==> src/rtl/cbus_arbiter.sv <==
`default_nettype none
// ============================================================================
// Module      : cbus_arbiter
// Description : Grants the shared cbus to one of NREQ requesters per burst and
//               routes response beats back to the owner; flags beat-count errors.
// Revision    : 1.0 - initial release
// ============================================================================
module cbus_arbiter #(
    parameter int NREQ = 2,
    parameter bit RR   = 1'b0
) (
    input  logic                 clk,
    input  logic                 reset,
    input  logic [NREQ-1:0]      req_valid,
    input  logic [NREQ-1:0]      req_is_write,
    input  logic [3*NREQ-1:0]    req_size,
    input  logic [64*NREQ-1:0]   req_addr,
    input  logic [8*NREQ-1:0]    req_strobe,
    input  logic [64*NREQ-1:0]   req_data,
    input  logic [4*NREQ-1:0]    req_len,
    output logic [NREQ-1:0]      resp_ready,
    output logic [NREQ-1:0]      resp_last,
    output logic [63:0]          resp_data,
    output logic                 c_valid,
    output logic                 c_is_write,
    output logic [2:0]           c_size,
    output logic [63:0]          c_addr,
    output logic [7:0]           c_strobe,
    output logic [63:0]          c_data,
    output logic [3:0]           c_len,
    input  logic                 c_ready,
    input  logic                 c_last,
    input  logic [63:0]          c_data_in,
    output logic [NREQ-1:0]      grant,
    output logic                 len_err
);

    localparam int              IW    = (NREQ > 1) ? $clog2(NREQ) : 1;
    localparam logic [NREQ-1:0] C_ONE = NREQ'(1);

    typedef enum logic [0:0] {
        S_IDLE = 1'b0,
        S_BUSY = 1'b1
    } state_t;

    state_t          r_state;
    state_t          w_state_nxt;
    logic [IW-1:0]   r_owner;
    logic [IW-1:0]   r_ptr;
    logic [IW-1:0]   w_win;
    logic [NREQ-1:0] r_grant;
    logic            r_is_write;
    logic [2:0]      r_size;
    logic [63:0]     r_addr;
    logic [7:0]      r_strobe;
    logic [3:0]      r_len;
    logic [3:0]      r_cnt;
    logic            r_len_err;
    logic            w_any;
    logic            w_beat;
    logic            w_done;

    logic            w_wr_a     [NREQ];
    logic [2:0]      w_size_a   [NREQ];
    logic [63:0]     w_addr_a   [NREQ];
    logic [7:0]      w_strobe_a [NREQ];
    logic [63:0]     w_data_a   [NREQ];
    logic [3:0]      w_len_a    [NREQ];

    generate
        for (genvar gi = 0; gi < NREQ; gi++) begin : g_unpack
            assign w_wr_a[gi]     = req_is_write[gi];
            assign w_size_a[gi]   = req_size[3*gi +: 3];
            assign w_addr_a[gi]   = req_addr[64*gi +: 64];
            assign w_strobe_a[gi] = req_strobe[8*gi +: 8];
            assign w_data_a[gi]   = req_data[64*gi +: 64];
            assign w_len_a[gi]    = req_len[4*gi +: 4];
        end
    endgenerate

    // First requester at or after the start index, wrapping; start is 0 unless RR.
    function automatic logic [IW-1:0] f_pick(input logic [NREQ-1:0] v,
                                             input logic [IW-1:0]   p);
        logic [IW-1:0] win;
        logic          found;
        logic [IW:0]   j;
        win   = '0;
        found = 1'b0;
        for (int k = 0; k < NREQ; k++) begin
            j = RR ? ({1'b0, p} + (IW+1)'(k)) : (IW+1)'(k);
            if (j >= (IW+1)'(NREQ)) begin
                j = j - (IW+1)'(NREQ);
            end
            if (!found && v[j[IW-1:0]]) begin
                found = 1'b1;
                win   = j[IW-1:0];
            end
        end
        return win;
    endfunction

    assign w_any   = |req_valid;
    assign w_win   = f_pick(req_valid, r_ptr);
    assign w_beat  = (r_state == S_BUSY) && c_ready;
    assign w_done  = w_beat && c_last;
    assign grant   = r_grant;
    assign len_err = r_len_err;

    always_comb begin
        w_state_nxt = r_state;
        c_valid     = 1'b0;
        c_is_write  = 1'b0;
        c_size      = '0;
        c_addr      = '0;
        c_strobe    = '0;
        c_data      = '0;
        c_len       = '0;
        resp_ready  = '0;
        resp_last   = '0;
        resp_data   = '0;
        case (r_state)
            S_IDLE: begin
                if (w_any) begin
                    w_state_nxt = S_BUSY;
                end
            end
            S_BUSY: begin
                c_valid             = 1'b1;
                c_is_write          = r_is_write;
                c_size              = r_size;
                c_addr              = r_addr;
                c_strobe            = r_strobe;
                c_len               = r_len;
                // Write data stays live so a burst can present a new word per beat.
                c_data              = w_data_a[r_owner];
                resp_ready[r_owner] = c_ready;
                resp_last[r_owner]  = c_ready & c_last;
                resp_data           = c_data_in;
                if (w_done) begin
                    w_state_nxt = S_IDLE;
                end
            end
            default: w_state_nxt = S_IDLE;
        endcase
    end

    always_ff @(posedge clk or posedge reset) begin
        if (reset) begin
            r_state    <= S_IDLE;
            r_owner    <= '0;
            r_ptr      <= '0;
            r_grant    <= '0;
            r_is_write <= 1'b0;
            r_size     <= '0;
            r_addr     <= '0;
            r_strobe   <= '0;
            r_len      <= '0;
            r_cnt      <= '0;
            r_len_err  <= 1'b0;
        end else begin
            r_state <= w_state_nxt;
            if ((r_state == S_IDLE) && w_any) begin
                r_owner    <= w_win;
                r_grant    <= C_ONE << w_win;
                r_is_write <= w_wr_a[w_win];
                r_size     <= w_size_a[w_win];
                r_addr     <= w_addr_a[w_win];
                r_strobe   <= w_strobe_a[w_win];
                r_len      <= w_len_a[w_win];
                r_cnt      <= '0;
            end
            if (w_beat) begin
                r_cnt <= r_cnt + 4'd1;
            end
            if (w_done) begin
                // Counter holds beats already seen, so the last beat must match len.
                if (r_cnt != r_len) begin
                    r_len_err <= 1'b1;
                end
                r_grant <= '0;
                if (RR) begin
                    r_ptr <= (r_owner == IW'(NREQ-1)) ? '0 : r_owner + 1'b1;
                end
            end
        end
    end

endmodule
`default_nettype wire

==> config.mk <==
export PLATFORM = sky130hd
export DESIGN_NAME = cbus_arbiter
export DESIGN_NICKNAME = d
export VERILOG_FILES = /design/src/rtl/cbus_arbiter.sv
export SDC_FILE = /design/constraint.sdc
export NUM_CORES = 1
export LEC_CHECK = 0
export CAP_MARGIN = 20
export CORE_AREA = 2 2 223 225
export CTS_CLUSTER_DIAMETER = 150
export DETAILED_ROUTE_END_ITERATION = 8
export DIE_AREA = 0 0 225 227
export GPL_TIMING_DRIVEN = 0
export SLEW_MARGIN = 15
export SYNTH_ARGS = -nofsm -noshare
export SYNTH_HDL_FRONTEND = slang
export SYNTH_SLANG_ARGS = --single-unit
==> constraint.sdc <==
create_clock -name clk -period 2.8 [get_ports clk]
set_input_delay 0.28 -clock clk [delete_from_list [all_inputs] [get_ports clk]]
set_output_delay 0.28 -clock clk [all_outputs]
set_load 0.02 [all_outputs]
* Word-level counts from Yosys, hierarchy flattened *
Index checks and enable logic that the tools add are counted.

word-level totals
  register bits after elaboration = 89
  logic and storage cells = 72

operators by class
  $add $sub $neg = 1
  magnitude comparators = 4
  equality and inequality tests = 1
  shift operators = 1
  multiplexer cells = 39
  bitwise operators = 6
  reductions and logical operators = 10

operators with widths
  cell                 number
  $mux 64              9
  $mux 8               4
  $mux 4               6
  $mux 3               4
  $mux 1               10
  $mux 2               4
  $logic_and 1x1->1    5
  $add 4x1->4 const B  1
  $and 2x2->2          2
  $ge 2x2->1 const B   2
  $ne 4x4->1           1
  $not 1->2            2
  $reduce_bool 2->1    2
  $lt 1x2->1 const B   1
  $pmux 1 s2           1
  $reduce_and 2->1     1
  $reduce_or 2->1      1
  $shl 1x1->2 const A  1
  $and 1x1->1          1
  $demux 1 s1          1
  $ge 1x1->1 const B   1
  $logic_not 1->1      1
  $not 1->1            1

* Logic depth before layout (Yosys ltp) *
Gate-level depths: netlist of the first run.

  depth after elaboration = 8
  depth in mapped cells = 6
  gate-level depth less buffers = 4

* Least setup slack after synthesis of the first run *
OpenSTA, ideal clock, no wires.

  path kind = flip-flop to output port
  start = reg r_state
  end = out c_data[60]
  arrival = 1,362 ps
  slack = 1,158 ps
  cell stages (with the launch flop) = 5
  buffers on the path = 3
  path through = dfrtp_1 > buf_4 > buf_2 > clkbuf_1 > nor2b_1

on the way
  word-level cells in the longest chain between the ends = 1

ends and longest elaborated chain
  element                   line  RTL
  start: declaration        46    state_t r_state;
  start signal: assignment  161   r_state <= w_state_nxt;
  $mux 64                   121   case (r_state)
  end: declaration          29    output logic [63:0] c_data,

No other way between the ends.

* Worst setup path after layout of the first run *
  start = reg r_owner
  end = out c_data[29]

on the way
  word-level cells in the longest chain between the ends = 5

ends and longest elaborated chain
  element                                     line  RTL
  start: declaration                          48    logic [IW-1:0] r_owner;
  start signal: assignment                    163   r_owner <= w_win;
  $not 1->2 (implied by the code)             135   c_data = w_data_a[r_owner];
  $mux 64 (implied by the code) (3 in a row)  135
  $mux 64                                     121

No other way between the ends. The select of a mux whose other input is x is not followed.

==> results.md, run 1 <==
* Initial antenna violation count at 21
* Worst VDD drop at 340 uV
* Post-Syn Instances at 708
* Final WS setup at 76.2 ps
* Crit share post-route at 97.3%
* Buf/Inv on CP at 4
* Fraction of layout cells with a size suffix above 1 at 8.56%
* Critical Path End Type: primary output
* First-pass GRT wire length at 60500 um
* Cell Area, Placed at 12900 sq um
* Crit path DAT at 2440 ps
* Pin count of the biggest net entering global routing at 46
* Row Count at 81
* Synthesized Nets at 1067
* CTS sink count at 89
* Startpoint Class: flop
* Pwr Total at 12.2 mW
* Worst-Margin Slew at 635 ps
* Per-cell routed wire length at 23.4 um
* Final Util at 27.4%
* Cts-stage hold buffer count at 0
* DRT iter0 DRCs at 203
* Yosys cell types at 32
* RSZ-0062 raised after global routing: yes
* Power Density at 913 nW/um^2
* CTS clk-pin slew, worst paths at 70 ps
* Pins over their slew limit at 0
* Final setup viols at 0
* CTS tree: built
* WS Path Type: flop to primary output
* Final ANT Viol Nets at 0
* CTS Buf Count at 9
* CP required at 2520 ps
* CP peak stage delay at 560 ps
* Vias in the first global route at 8086
* Drt drc at 0
* DIE WIDTH at 225 um
* Syn Std Cell Area at 6370 sq um
* Status: finished, final reports clean
* Area Overhead vs Synth at 109%
* Tot GR Track Use at 16.9%
* Fmax at 0.367 GHz
* Grt total ovfl at 0
* Hold Vio Cnt, Final at 0
* Starting Density at 13.1%
* Hold crit path type: input port to asynchronous set/reset pin
* Worst hold margin at 355 ps
* Cell count after placement at 1904
* Worst Skew at 5.61 ps
* Sequential-to-total area share from yosys stat at 35.0%
* CP delay by family, top: buffers and inverters
* Syn_area_per_cell at 8.99 sq um
* CP Cell Sequence: buf_2 -> buf_4 -> buf_6 -> mux2i_1 -> nor2b_1 -> clkdlybuf4s50_1
* Final Non-Filler Cells at 1928
* PortBufs at 573
* Worst slack at placement at -42.3 ps
* Min Tclk post-route at 2720 ps
* Synth warnings at 0
* Max Root-Sink Buffers at 2
* Crit-path max FO at 10
* Fillers at 5261
* Leak pwr at 5.27 nW
* DRT Pass-1 Iters at 4
* HPWL after detailed placement at 39000 um
* DR vias at 7643
* Post-route cell area at 13300 sq um
* Routed vias/inst at 3.96
* Fin Setup TNS at 0 ps
* GP Congestion at 0.909
* Max_slew headroom at 57.7%
* Clock root buffer: clkbuf_16
* Multi-input logic area at 3680 sq um
* Max cap viols at 0
* Nets@finish at 1652
* Die Ht at 227 um
* Storage element area at 2230 sq um
* H-tree depth at 3
* IO Pins at 574
* Core area at 48500 sq um
* Synthesis-stage register bit count at 89
* Die area at 51100 sq um
* Worst-Skew Late Latency at 350 ps
* Drt total wl at 45100 um
* Setup Fix Bufs, Post-CTS at 0
* CP max stage cell: clkdlybuf4s50_1
[sequential cells by signal (all words and copies together), names as in the netlist]
| name | cells |
|---|---|
| r_owner | 1 |
| grant | 2 |
| r_addr | 64 |
| r_cnt | 4 |
| r_state | 1 |
| r_is_write | 1 |
| r_len | 4 |
| len_err | 1 |
| r_size | 3 |
| r_strobe | 8 |
[worst reg2reg max path: stages, from the launching register on]
cell	delay [ps]
dfrtp_1	360
buf_6	200
o21bai_4	180
clkbuf_1	520
nand2_1	120
o21ai_1	110
[routing by layer]
layer	track usage (%)	part of all wire, %
met5	0	0.058
met4	7.82	3.9
met3	4.32	6.5
met2	32.5	54
met1	17.1	36
[where the power goes]
group | switching, mW | internal (mW)
Sequential | 0.312 | 1.88
Combinational | 4.60 | 3.92
Clock | 0.566 | 0.875
Total | 5.48 | 6.67
[cell type report]
cell class / count / area share (%)
Timing Repair Buffer: 574 / 43.2
Antenna cell: 9 / 0.169
Buffer: 68 / 3.76
Sequential cell: 89 / 16.7
Clock inverter: 6 / 0.874
Inverter: 2 / 0.0752
Clock buffer: 9 / 1.69
Multi-Input combinational cell: 549 / 27.7
Tap cell: 622 / 5.84
[placed cells by master, fill, tap and decap left out, drive strengths merged, types with 9 or more instances in the layout]
cell / n
dlygate4sd2: 12
and2: 145
clkdlybuf4s50: 559
a22oi: 80
nand2: 85
buf: 40
o21ai: 82
diode: 9
clkbuf: 38
nor2b: 66
dfrtp: 89
mux2i: 64
[cell usage after synthesis, drive strengths merged]
cell type    n  area [sq um]
nand3        8          40.0
ha           1          12.5
clkbuf      31           125
buf         37           347
nor2         5          18.8
o21bai       2          26.3
a31o         1          8.76
xor2         5          43.8
o21ai       82           422
xnor2        1          8.76
and2       145           907
a21oi        1          5.00
mux2i       64           641
nand2       85           319
nor4         1          6.26
a22oi       80           766
or2b         1          7.51
nor2b       66           420
dfrtp       89          2230
inv          2          7.51
o31ai        1          7.51
[logic make-up (layout without fill, tap and decap cells)]
logic type	Yosys count	after routing	synth area share (%)
AND/OR/NAND/NOR	311	311	27.0
AO/OA/AOI/OAI	167	167	19.4
flip-flops	89	89	35.0
buffers and inverters	70	659	7.53
multiplexers	64	64	10.1
XOR/XNOR	6	6	0.825
adder cells (fa/ha/maj)	1	1	0.197
other	0	9	0
[path summary, 6_finish.rpt]
kind | startpoint | to | slack, ps | depth (start not counted)
max in group asynchronous | reset | r_owner$_DFFE_PP0P_ | 1790 | 3
hold / removal | reset | r_addr[8]$_DFFE_PP0P_ | 360 | 2
min in group clk | r_strobe[0]$_DFFE_PP0P_ | r_strobe[0]$_DFFE_PP0P_ | 480 | 2
hold reg to reg | r_strobe[0]$_DFFE_PP0P_ | r_strobe[0]$_DFFE_PP0P_ | 480 | 2
setup reg to reg | r_state$_DFF_PP0_ | r_addr[43]$_DFFE_PP0P_ | 1240 | 5
setup / recovery | r_owner$_DFFE_PP0P_ | c_data[29] | 80 | 6
[repair_timing]
action                     in CTS  in global routing
resized for setup              26                 13
pin swaps                       0                  0
setup endpoints to repair     118                 56
Power figures use the tool's default switching activity.
==> run 2, diff against run 1 <==
--- a/config.mk
+++ b/config.mk
@@ -7,10 +7,10 @@
 export LEC_CHECK = 0
 export CAP_MARGIN = 20
 export CORE_AREA = 2 2 223 225
-export CTS_CLUSTER_DIAMETER = 150
 export DETAILED_ROUTE_END_ITERATION = 8
 export DIE_AREA = 0 0 225 227
 export GPL_TIMING_DRIVEN = 0
+export SKIP_CTS_REPAIR_TIMING = 1
 export SLEW_MARGIN = 15
 export SYNTH_ARGS = -nofsm -noshare
 export SYNTH_HDL_FRONTEND = slang
==> results.md, run 2 (same netlist as run 1, synthesis figures left out) <==
* CTS clk-pin slew, worst paths at 70 ps (about the same)
* RSZ-0062 raised after global routing: no
* Worst hold margin at 356 ps (+1.05 ps)
* Most flops, register: r_addr
* CTS tree: built
* Row Count at 81 (unchanged)
* CP required at 2520 ps (about the same)
* H-tree depth at 3 (unchanged)
* Vias in the first global route at 8071 (-0.19%)
* CTS Buf Count at 9 (unchanged)
* Fmax at 0.371 GHz (+1.1%)
* CP peak stage delay at 540 ps (-20 ps)
* DRT Pass-1 Iters at 4 (unchanged)
* Critical Path End Type: primary output
* Max reg flops at 64 (unchanged)
* Die Ht at 227 um (unchanged)
* Nets@finish at 1652 (unchanged)
* IO Pins at 574 (unchanged)
* Fillers at 5259 (-0.038%)
* Commonest non-fill, non-tap cells in the layout: clkdlybuf4s50_1 (551), and2_1 (145), dfrtp_1 (89), nand2_1 (85), o21ai_1 (77)
* Most Crowded Layer GR: met2
* Commonest non-fill, non-tap cell in the layout: clkdlybuf4s50_1
* Pins over their slew limit at 0 (unchanged)
* Hold crit path type: input port to asynchronous set/reset pin
* Drt total wl at 45100 um (about the same)
* Pwr Total at 12.2 mW (+0.21%)
* Grt met3 use at 4.23% (-0.090 points)
* Reg2Reg Launch Point: r_state$_DFF_PP0_
* WS Path Type: flop to primary output
* DR vias at 7647 (+0.052%)
* DRT iter0 DRCs at 194 (-4.4%)
* R2r setup slk at 1250 ps (about the same)
* CP max stage cell: clkdlybuf4s50_1
* Drt drc at 0 (unchanged)
* Worst Skew at 6.34 ps (+0.729 ps)
* DIE WIDTH at 225 um (unchanged)
* Startpoint Class: flop
* Multi-input logic area at 3680 sq um (unchanged)
* Die area at 51100 sq um (unchanged)
* Pin count of the biggest net entering global routing at 46 (unchanged)
* Power Density at 910 nW/um^2 (-0.30%)
* Core area at 48500 sq um (unchanged)
* Worst-Margin Slew at 634 ps (-0.388 ps)
* Area Overhead vs Synth at 110%
* Biggest regs: r_addr: 64 flops, r_strobe: 8 flops
* PortBufs at 573 (unchanged)
* Max_slew headroom at 57.7% (about the same)
* Max Root-Sink Buffers at 2 (unchanged)
* Worst Setup SP: r_owner$_DFFE_PP0P_
* Storage element area at 2230 sq um (unchanged)
* Clock root buffer: clkbuf_16
* Routed vias/inst at 3.97 (about the same)
* Final setup viols at 0 (unchanged)
* R2R depth at 5 (unchanged)
* Per-cell routed wire length at 23.4 um (about the same)
* Initial antenna violation count at 20 (-4.8%)
* Grt met1 use at 17.0% (-0.065 points)
* Crit-path max FO at 10 (unchanged)
* Leak pwr at 5.49 nW (+4.3%)
* Grt total ovfl at 0 (unchanged)
* CP Cell Sequence: buf_2 -> buf_4 -> buf_6 -> mux2i_1 -> nor2b_1 -> clkdlybuf4s50_1
* Worst VDD drop at 340 uV (about the same)
* GP Congestion at 0.909 (unchanged)
* GR Layer Usage met2 at 32.7% (+0.26 points)
* Status: finished, final reports clean
* HPWL after detailed placement at 39000 um (unchanged)
* Crit share post-route at 96.2% (-1.0 points)
* First-pass GRT wire length at 60300 um (-0.32%)
* Final ANT Viol Nets at 0 (unchanged)
* Max cap viols at 0 (unchanged)
* Crit path DAT at 2410 ps (-30 ps)
* Fraction of layout cells with a size suffix above 1 at 8.79% (+0.23 points)
* Min Tclk post-route at 2690 ps (-29.1 ps)
* Starting Density at 13.1% (unchanged)
* Tot GR Track Use at 16.9% (-0.042 points)
* Final Util at 27.6% (+0.14 points)
* Worst-Skew Late Latency at 350 ps (about the same)
* CTS sink count at 89 (unchanged)
* Hold Vio Cnt, Final at 0 (unchanged)
* Critical R2R Capture: r_addr[43]$_DFFE_PP0P_
==> run 2: cell types whose count changed in the layout (fill, tap and decap cells not counted), moves of 2 or more <==
cell,change
mux2i_2,+4
clkdlybuf4s50_1,-8
dlymetal6s2s_1,+20
clkbuf_4,+2
mux2i_1,-3
dlygate4sd2_1,-12
==> run 2: stage by stage <==
stage	area [sq um]	TNS [ps]	worst slack (ps)	cells
CTS	13300	-14110	-462	1919
global route	13400	0	13.5	1926
floorplan	6370	0	213	708
finish	13400	0	105	1928
global placement	12900	-130670	-1470	1903
detailed placement	12900	-161	-42.3	1904
==> run 2: where the power goes <==
group | leakage, nW | internal, mW | switching, mW | total, mW
logic | 4.22 | 3.95 | 4.60 | 8.55
registers | 1.11 | 1.88 | 0.311 | 2.19
clock network | 0.166 | 0.875 | 0.566 | 1.44
total | 5.49 | 6.70 | 5.48 | 12.2
==> run 2: worst max path at each step <==
stage	to	slack, ps	cells past startpoint
2_1_floorplan	grant[0]$_DFFE_PP0P_	210	1
3_3_place_gp	r_addr[39]$_DFFE_PP0P_	-1470	2
3_5_place_dp	resp_data[63]	-40	5
4_1_cts	resp_data[63]	-460	5
5_1_grt	c_data[32]	10	6
6_report	c_data[32]	110	6
==> run 2: final cells by class <==
| class | instances | area share (%) |
|---|---|---|
| diodes | 9 | 0.168 |
| flip-flops and latches | 89 | 16.6 |
| clock inverters | 6 | 0.869 |
| repair buffers | 574 | 43.5 |
| inverters | 2 | 0.0748 |
| plain buffers | 68 | 3.77 |
| clock buffers | 9 | 1.68 |
| well taps | 622 | 5.81 |
| multi-input cells | 549 | 27.5 |
==> run 2: critical path: cells and delay by family, from the launching register on <==
family        cells  cell delay (ps)
mux               1              400
simple gates      1               80
flops             1              350
buf+inv           4             1210
==> run 2: metal layers <==
layer	share of wire [%]	wire length, um
met1	36	16000
met2	54	24200
met3	6.6	2990
met4	4.1	1830
met5	0.058	26
==> run 3, diff against run 2 <==
--- a/config.mk
+++ b/config.mk
@@ -10,7 +10,6 @@
 export DETAILED_ROUTE_END_ITERATION = 8
 export DIE_AREA = 0 0 225 227
 export GPL_TIMING_DRIVEN = 0
-export SKIP_CTS_REPAIR_TIMING = 1
 export SLEW_MARGIN = 15
 export SYNTH_ARGS = -nofsm -noshare
 export SYNTH_HDL_FRONTEND = slang
==> results of run 3 <==
The final DEF is identical to that of run 1; final timing and power are the same.
